**src/rtl/mux_sel_stepper.sv**
```systemverilog
// mux_sel_stepper: turns a raw push-button and a raw auto-mode switch into a
// clean select value for the LED mux.
//
// Each debounced press advances sel by one. While auto mode is on, sel also
// advances every AUTO_PERIOD clocks. sel wraps modulo 2**SEL_W.
//
// Ports:
//   clk        system clock; all logic on the rising edge
//   rst_n      synchronous active-low reset
//   btn_step   raw asynchronous push-button, high = pressed
//   sw_auto    raw asynchronous auto-mode switch, high = auto on
//   sel_clr    synchronous clear of sel; already clean, has top priority
//   sel        current select value
//   step       one-cycle pulse in the first cycle sel shows its new value
//   btn_level  debounced button level
module mux_sel_stepper #(
    parameter int unsigned DB_CYCLES   = 4,
    parameter int unsigned AUTO_PERIOD = 5,
    parameter int unsigned SEL_W       = 3
) (
    input  logic             clk,
    input  logic             rst_n,
    input  logic             btn_step,
    input  logic             sw_auto,
    input  logic             sel_clr,
    output logic [SEL_W-1:0] sel,
    output logic             step,
    output logic             btn_level
);

    localparam int unsigned DbW   = (DB_CYCLES > 1) ? $clog2(DB_CYCLES) : 1;
    localparam int unsigned AutoW = (AUTO_PERIOD > 1) ? $clog2(AUTO_PERIOD) : 1;
    localparam logic [DbW-1:0]   DbLast   = DbW'(DB_CYCLES - 1);
    localparam logic [AutoW-1:0] AutoLast = AutoW'(AUTO_PERIOD - 1);

    typedef enum logic [1:0] {
        StReleased,
        StPressWait,
        StPressed,
        StReleaseWait
    } db_state_e;

    logic             btn_s1_q, btn_s2_q;
    logic             auto_s1_q, auto_s2_q;
    db_state_e        state_q, state_d;
    logic [DbW-1:0]   db_cnt_q, db_cnt_d;
    logic [AutoW-1:0] auto_cnt_q, auto_cnt_d;
    logic [SEL_W-1:0] sel_q, sel_d;
    logic             step_q, step_d;
    logic             btn_level_q, btn_level_d;
    logic             btn_press_evt;
    logic             auto_evt;

    // Debounce FSM: a level change is accepted only after btn_s2 has held the
    // new value through DB_CYCLES counted cycles. Only presses produce an event.
    always_comb begin
        state_d       = state_q;
        db_cnt_d      = db_cnt_q;
        btn_press_evt = 1'b0;
        unique case (state_q)
            StReleased: begin
                if (btn_s2_q) begin
                    state_d  = StPressWait;
                    db_cnt_d = '0;
                end
            end
            StPressWait: begin
                if (!btn_s2_q) begin
                    state_d = StReleased;
                end else if (db_cnt_q == DbLast) begin
                    state_d       = StPressed;
                    btn_press_evt = 1'b1;
                end else begin
                    db_cnt_d = db_cnt_q + 1'b1;
                end
            end
            StPressed: begin
                if (!btn_s2_q) begin
                    state_d  = StReleaseWait;
                    db_cnt_d = '0;
                end
            end
            StReleaseWait: begin
                if (btn_s2_q) begin
                    state_d = StPressed;
                end else if (db_cnt_q == DbLast) begin
                    state_d = StReleased;
                end else begin
                    db_cnt_d = db_cnt_q + 1'b1;
                end
            end
            default: begin
                state_d = StReleased;
            end
        endcase
        btn_level_d = (state_d == StPressed) || (state_d == StReleaseWait);
    end

    // Auto counter: held at zero while disabled so each enable starts a full period.
    always_comb begin
        auto_cnt_d = '0;
        auto_evt   = 1'b0;
        if (auto_s2_q) begin
            if (auto_cnt_q == AutoLast) begin
                auto_evt = 1'b1;
            end else begin
                auto_cnt_d = auto_cnt_q + 1'b1;
            end
        end
    end

    // Select update; coincident button and auto events merge into one step.
    always_comb begin
        sel_d  = sel_q;
        step_d = 1'b0;
        if (sel_clr) begin
            sel_d = '0;
        end else if (btn_press_evt || auto_evt) begin
            sel_d  = sel_q + SEL_W'(1);
            step_d = 1'b1;
        end
    end

    always_ff @(posedge clk) begin
        if (!rst_n) begin
            btn_s1_q    <= 1'b0;
            btn_s2_q    <= 1'b0;
            auto_s1_q   <= 1'b0;
            auto_s2_q   <= 1'b0;
            state_q     <= StReleased;
            db_cnt_q    <= '0;
            auto_cnt_q  <= '0;
            sel_q       <= '0;
            step_q      <= 1'b0;
            btn_level_q <= 1'b0;
        end else begin
            btn_s1_q    <= btn_step;
            btn_s2_q    <= btn_s1_q;
            auto_s1_q   <= sw_auto;
            auto_s2_q   <= auto_s1_q;
            state_q     <= state_d;
            db_cnt_q    <= db_cnt_d;
            auto_cnt_q  <= auto_cnt_d;
            sel_q       <= sel_d;
            step_q      <= step_d;
            btn_level_q <= btn_level_d;
        end
    end

    assign sel       = sel_q;
    assign step      = step_q;
    assign btn_level = btn_level_q;

endmodule

```
**config.mk**
```make
export PLATFORM = sky130hd
export DESIGN_NAME = mux_sel_stepper
export DESIGN_NICKNAME = d
export VERILOG_FILES = /design/src/rtl/mux_sel_stepper.sv
export SDC_FILE = /design/constraint.sdc
export NUM_CORES = 1
export LEC_CHECK = 0
export BUFFER_PORTS_ARGS = -buffer_cell sky130_fd_sc_hd__buf_4
export CAP_MARGIN = 40
export CELL_PAD_IN_SITES_DETAIL_PLACEMENT = 2
export CELL_PAD_IN_SITES_GLOBAL_PLACEMENT = 2
export CORE_MARGIN = 3
export CORE_UTILIZATION = 32
export DETAILED_ROUTE_END_ITERATION = 12
export GPL_TIMING_DRIVEN = 0
export PLACE_DENSITY_LB_ADDON = 0.25
export SYNTH_ARGS = -nofsm -noshare
export SYNTH_HDL_FRONTEND = slang
export SYNTH_SLANG_ARGS = --single-unit
```
**constraint.sdc**
```tcl
create_clock -name clk -period 1.5 [get_ports clk]
set_input_delay 0.3 -clock clk [delete_from_list [all_inputs] [get_ports clk]]
set_output_delay 0.3 -clock clk [all_outputs]
set_load 0.005 [all_outputs]
```
Word level (Yosys, flattened, before mapping):

Cells that the tools add are included.
W data, S select, Z words.

* add/sub/neg operators: 3
* equal/unequal tests: 11
* mux-type cells: 19
* bitwise operators: 2
* reduce and logical (&&, ||, !) cells: 6

Operators by type and width (count)
* $mux W2: 11
* $pmux W2 S4: 2
* $eq A2 B2 Y1 const B: 5
* $ne A2 B2 Y1 const B: 4
* $add A3 B1 Y3 const B: 2
* $mux W1: 6
* $reduce_and A4 Y1: 1
* $eq A3 B3 Y1 const B: 1
* $reduce_or A3 Y1: 1
* $add A2 B1 Y2 const B: 1
* $eq A2 B1 Y1 const B: 1
* $logic_not A2 Y1: 1
* $logic_or A1 B1 Y1: 2
* $not A1 Y1: 2
* $reduce_or A2 Y1: 1

* bits in registers: 16
* bits of input ports: 5
* output and inout port bits: 5
* word-level logic and storage cells: 51

Depth between registers and ports, before layout:

* word-level depth: 6
* gate-level depth with buffers: 5
* depth with buffers taken out: 5

Worst setup path before layout:

No wires, ideal clock.

* path kind: register -> register
* from: reg auto_cnt_q[0]
* to: reg sel_q[2] (netlist: sel[2])
* setup time: 0.121 ns
* arrival time: 1.246 ns
* required time: 1.379 ns
* path slack: 0.133 ns
* cell stages (with the launch flop): 6
* path buffers: 0
* clock period less this slack: 1.367 ns
* cells stage by stage: dfxtp_1 -> inv_1 -> ha_1 -> and3_1 -> o21ai_0 -> mux2_2

* word-level cells in the longest chain between the ends: 4

Ends and longest elaborated chain
* from (decl): RTL line 47 `logic [AutoW-1:0] auto_cnt_q, auto_cnt_d;`
* from (signal assigned): RTL line 143 `auto_cnt_q <= auto_cnt_d;`
* $eq A3 B3 Y1: RTL line 104 `if (auto_cnt_q == AutoLast) begin`
* $mux W1: RTL line 104
* $mux W1: RTL line 103 `if (auto_s2_q) begin`
* $logic_or A1 B1 Y1: RTL line 118 `end else if (btn_press_evt || auto_evt) begin`
* to (signal assigned): RTL line 144 `sel_q <= sel_d;`
* to (decl): RTL line 48 `logic [SEL_W-1:0] sel_q, sel_d;`

No other way between the ends.
A chain may end at the register's enable or synchronous reset.

Worst setup path after layout:

* from: reg db_cnt_q[0]
* to: reg sel_q[2] (netlist: sel[2])

* word-level cells in the longest chain between the ends: 5

Ends and longest elaborated chain
* from (decl): RTL line 46 `logic [DbW-1:0] db_cnt_q, db_cnt_d;`
* from (signal assigned): RTL line 142 `db_cnt_q <= db_cnt_d;`
* $eq A2 B2 Y1: RTL line 70 `end else if (db_cnt_q == DbLast) begin`
* $mux W1: RTL line 70
* $mux W1: RTL line 68 `if (!btn_s2_q) begin`
* $mux W1: RTL line 60 `unique case (state_q)`
* $logic_or A1 B1 Y1: RTL line 118

No other way between the ends.

==> impl_metrics.env <==
export IMPL_status="complete, no violations"
export IMPL_antenna_cells=0
export IMPL_coreArea_um2=1802
export IMPL_clock_latency_ns=0.28
export IMPL_path_max_fanout=5
export IMPL_grt_busiest_layer="met2"
export IMPL_placed_cell_area_um2=740.7
export IMPL_synth_largest_area_cell="dfxtp_1"
export IMPL_die_h_um=50.79
export IMPL_tightestPinTransition_ns=0.3812
export IMPL_ff2ff_path_depth=4
export IMPL_path_cells="ha_1, and4b_2, o21ai_2, mux2_2"
export IMPL_synthCells=63
export IMPL_start_util=0.3563
export IMPL_period_needed_ns=1.413
export IMPL_postRouteAntennaNets=0
export IMPL_syn_cell_area_um2=641.9
export IMPL_portBuffers=9
export IMPL_hold_end="auto_s1_q$_SDFF_PN0_"
export IMPL_clock_path_buffers=2
export IMPL_reg2reg_slack_ns=0.09
export IMPL_final_setup_viol_count=0
export IMPL_dp_hpwl_mm=1.001
export IMPL_hp_start="sw_auto"
export IMPL_path_buf_inv=0
export IMPL_cts_tree="yes"
export IMPL_place_congestion=0.6409
export IMPL_grt_overflow_total=0
export IMPL_htree_levels=1
export IMPL_pin_count=10
export IMPL_hp_class="primary input to flip-flop"
export IMPL_layout_commonest_cell="dfxtp_1"
export IMPL_required_ns=1.68
export IMPL_synth_seq_cells=16
export IMPL_met3_usage=0.06231
export IMPL_vias_per_cell=4.891
export IMPL_cts_buffers=3
export IMPL_cap_viol_max_count=0
export IMPL_fmax_ghz=0.7075
export IMPL_num_vias=494
export IMPL_synthTopCellsByArea="dfxtp_1, ha_1, and2_1"
export IMPL_area_delta_synth_final_pct=22.03
export IMPL_grt_pass1_wl_mm=2.325
export IMPL_grt_pass1_vias=549
export IMPL_finalCritPeriodShare=0.9422
export IMPL_fin_area_um2=783.3
export IMPL_syn_nets=72
export IMPL_peakVddDrop_uv=531.2
export IMPL_worst_setup_path_start_kind="flip-flop"
export IMPL_antenna_found_initial=0
export IMPL_path_delay_family="flip-flops"
export IMPL_crit_type="flip-flop to flip-flop"
export IMPL_yosysTopAreaCellShare=0.4990
export IMPL_drt_pass1_iter_count=2
export IMPL_r2r_start="db_cnt_q[0]$_SDFFE_PN0P_"
export IMPL_crit_slowest_cell="dfxtp_1"
export IMPL_die_area_um2=2579
export IMPL_worst_hold_slack_ns=0.2198
export IMPL_clockRootBuffer="clkbuf_4"
export IMPL_ys_types=25
export IMPL_drt_iter0_markers=2
export IMPL_total_power_w=0.0007446
export IMPL_crit_path_max_incr_delay_ns=0.34
export IMPL_rows=15
export IMPL_final_layout_size_suffix_gt1_frac=0.2368
export IMPL_drc_errors=0
export IMPL_cellLeakagePower_nw=0.3071
export IMPL_fin_nets=86
export IMPL_arrival_ns=1.60
export IMPL_slew_headroom=0.7440
export IMPL_syn_mean_instance_area_um2=10.19
export IMPL_grtUsageTotal=0.1247
export IMPL_r2r_end="sel[2]$_SDFFE_PP0P_"
export IMPL_power_density_nw_per_um2=950.6
export IMPL_grtUsageMet1=0.1219
export IMPL_yosysWarningCount=0
export IMPL_grt_max_degree=11
export IMPL_whs_path_depth=2
export IMPL_met2_usage=0.2326
export IMPL_finalHoldViolations=0
export IMPL_clock_sinks=16
export IMPL_mostFrequentLayoutCells="dfxtp_1, buf_4, and2_1"
export IMPL_cp_end_kind="flip-flop"
export IMPL_dieWidth_um=50.79
export IMPL_rsz0062_at_grt="false"
export IMPL_clk_pin_slew_ns=0.09
export IMPL_drv_slew=0
export IMPL_ys_seq_area_frac=0.4990
export IMPL_route_detailed_wl_per_inst_um=13.13
export IMPL_finClkSkew_ns=0.003403
export IMPL_finalWirelength_mm=1.326
export IMPL_fillers=207
-- registers in the layout, indices dropped and copies added, names as in the netlist --
register	cells
auto_cnt_q	3
auto_s1_q	1
auto_s2_q	1
btn_level	1
btn_s1_q	1
btn_s2_q	1
db_cnt_q	2
sel	3
state_q	2
step	1
-- kinds of logic after synthesis --
logic type / count (synthesis) / share of synthesized area
and+or+nand+nor: 26 / 0.2554
DFF: 16 / 0.4990
AOI/OAI and AO/OA: 9 / 0.08187
buffers and inverters: 4 / 0.02338
adders and majority gates: 4 / 0.07798
muxes: 3 / 0.04873
xor gates and xnor gates: 1 / 0.01365
-- synthesized netlist by cell type --
cell type   n
a21boi_0    2
inv_1       3
or4b_1      1
xnor2_1     1
dfxtp_1    16
nor2b_1     2
nor3b_1     2
o21ai_0     4
mux2i_1     2
and4b_2     1
nand4bb_1   1
a21boi_1    1
ha_1        4
and4_1      1
nor2_1      4
nand2_1     2
mux2_2      1
a21oi_1     2
nand3_1     2
nand4b_1    1
and2_1      5
and3_1      1
nor3_1      2
nand2b_1    1
clkbuf_1    1
-- power by group --
part	leakage (nW)	switching (W)	total, W	internal [W]
Sequential	0.131	0.00000439	0.000436	0.000431
Combinational	0.155	0.0000119	0.0000269	0.0000150
Clock	0.0210	0.000134	0.000282	0.000148
-- stage by stage --
step           setup TNS, ns  worst slack [ns]  cells  utilization
6_report                   0           0.08665    101       0.4347
5_1_grt                    0           0.01560    101       0.4347
4_1_cts                    0           0.01723    101       0.4313
3_5_place_dp        -0.02274          -0.02274     97       0.4111
3_3_place_gp               0           0.04925     97       0.4111
2_1_floorplan              0            0.1333     63            -
-- worst max-delay path by stage --
stage                        startpoint                   to  cells after the start
2_1_floorplan  auto_cnt_q[0]$_SDFF_PP0_  sel[2]$_SDFFE_PP0P_                      5
3_3_place_gp   auto_cnt_q[0]$_SDFF_PP0_  sel[2]$_SDFFE_PP0P_                      5
3_5_place_dp   auto_cnt_q[0]$_SDFF_PP0_  sel[2]$_SDFFE_PP0P_                      5
4_1_cts        auto_cnt_q[0]$_SDFF_PP0_  sel[2]$_SDFFE_PP0P_                      5
5_1_grt        auto_cnt_q[0]$_SDFF_PP0_  sel[2]$_SDFFE_PP0P_                      5
6_report       db_cnt_q[0]$_SDFFE_PN0P_  sel[2]$_SDFFE_PP0P_                      4
-- repair_timing --
item,CTS,global route
pin swaps,0,1
endpoints found under the setup margin,1,1
resized for setup,1,3
hold buffers,0,0
setup buffers,0,0
-- metal layers --
metal | vias to the layer above | part of all wire | routed length, um
met5 | - | 0 | 0
met4 | 0 | 0.0090 | 12
met3 | 2 | 0.043 | 57
met2 | 10 | 0.54 | 721
met1 | 238 | 0.40 | 533
li1 | 244 | - | -
-- final cells by class --
class	count	area, um^2	area share
inverter	3	11.26	0.01438
buffer	1	3.754	0.004792
timing repair buffer	9	67.56	0.08626
clock buffer	4	36.28	0.04633
tap	25	31.28	0.03994
sequential	16	322.8	0.4121
multi-input combinational	43	310.3	0.3962
No activity file was read; power rests on OpenSTA's default activity.
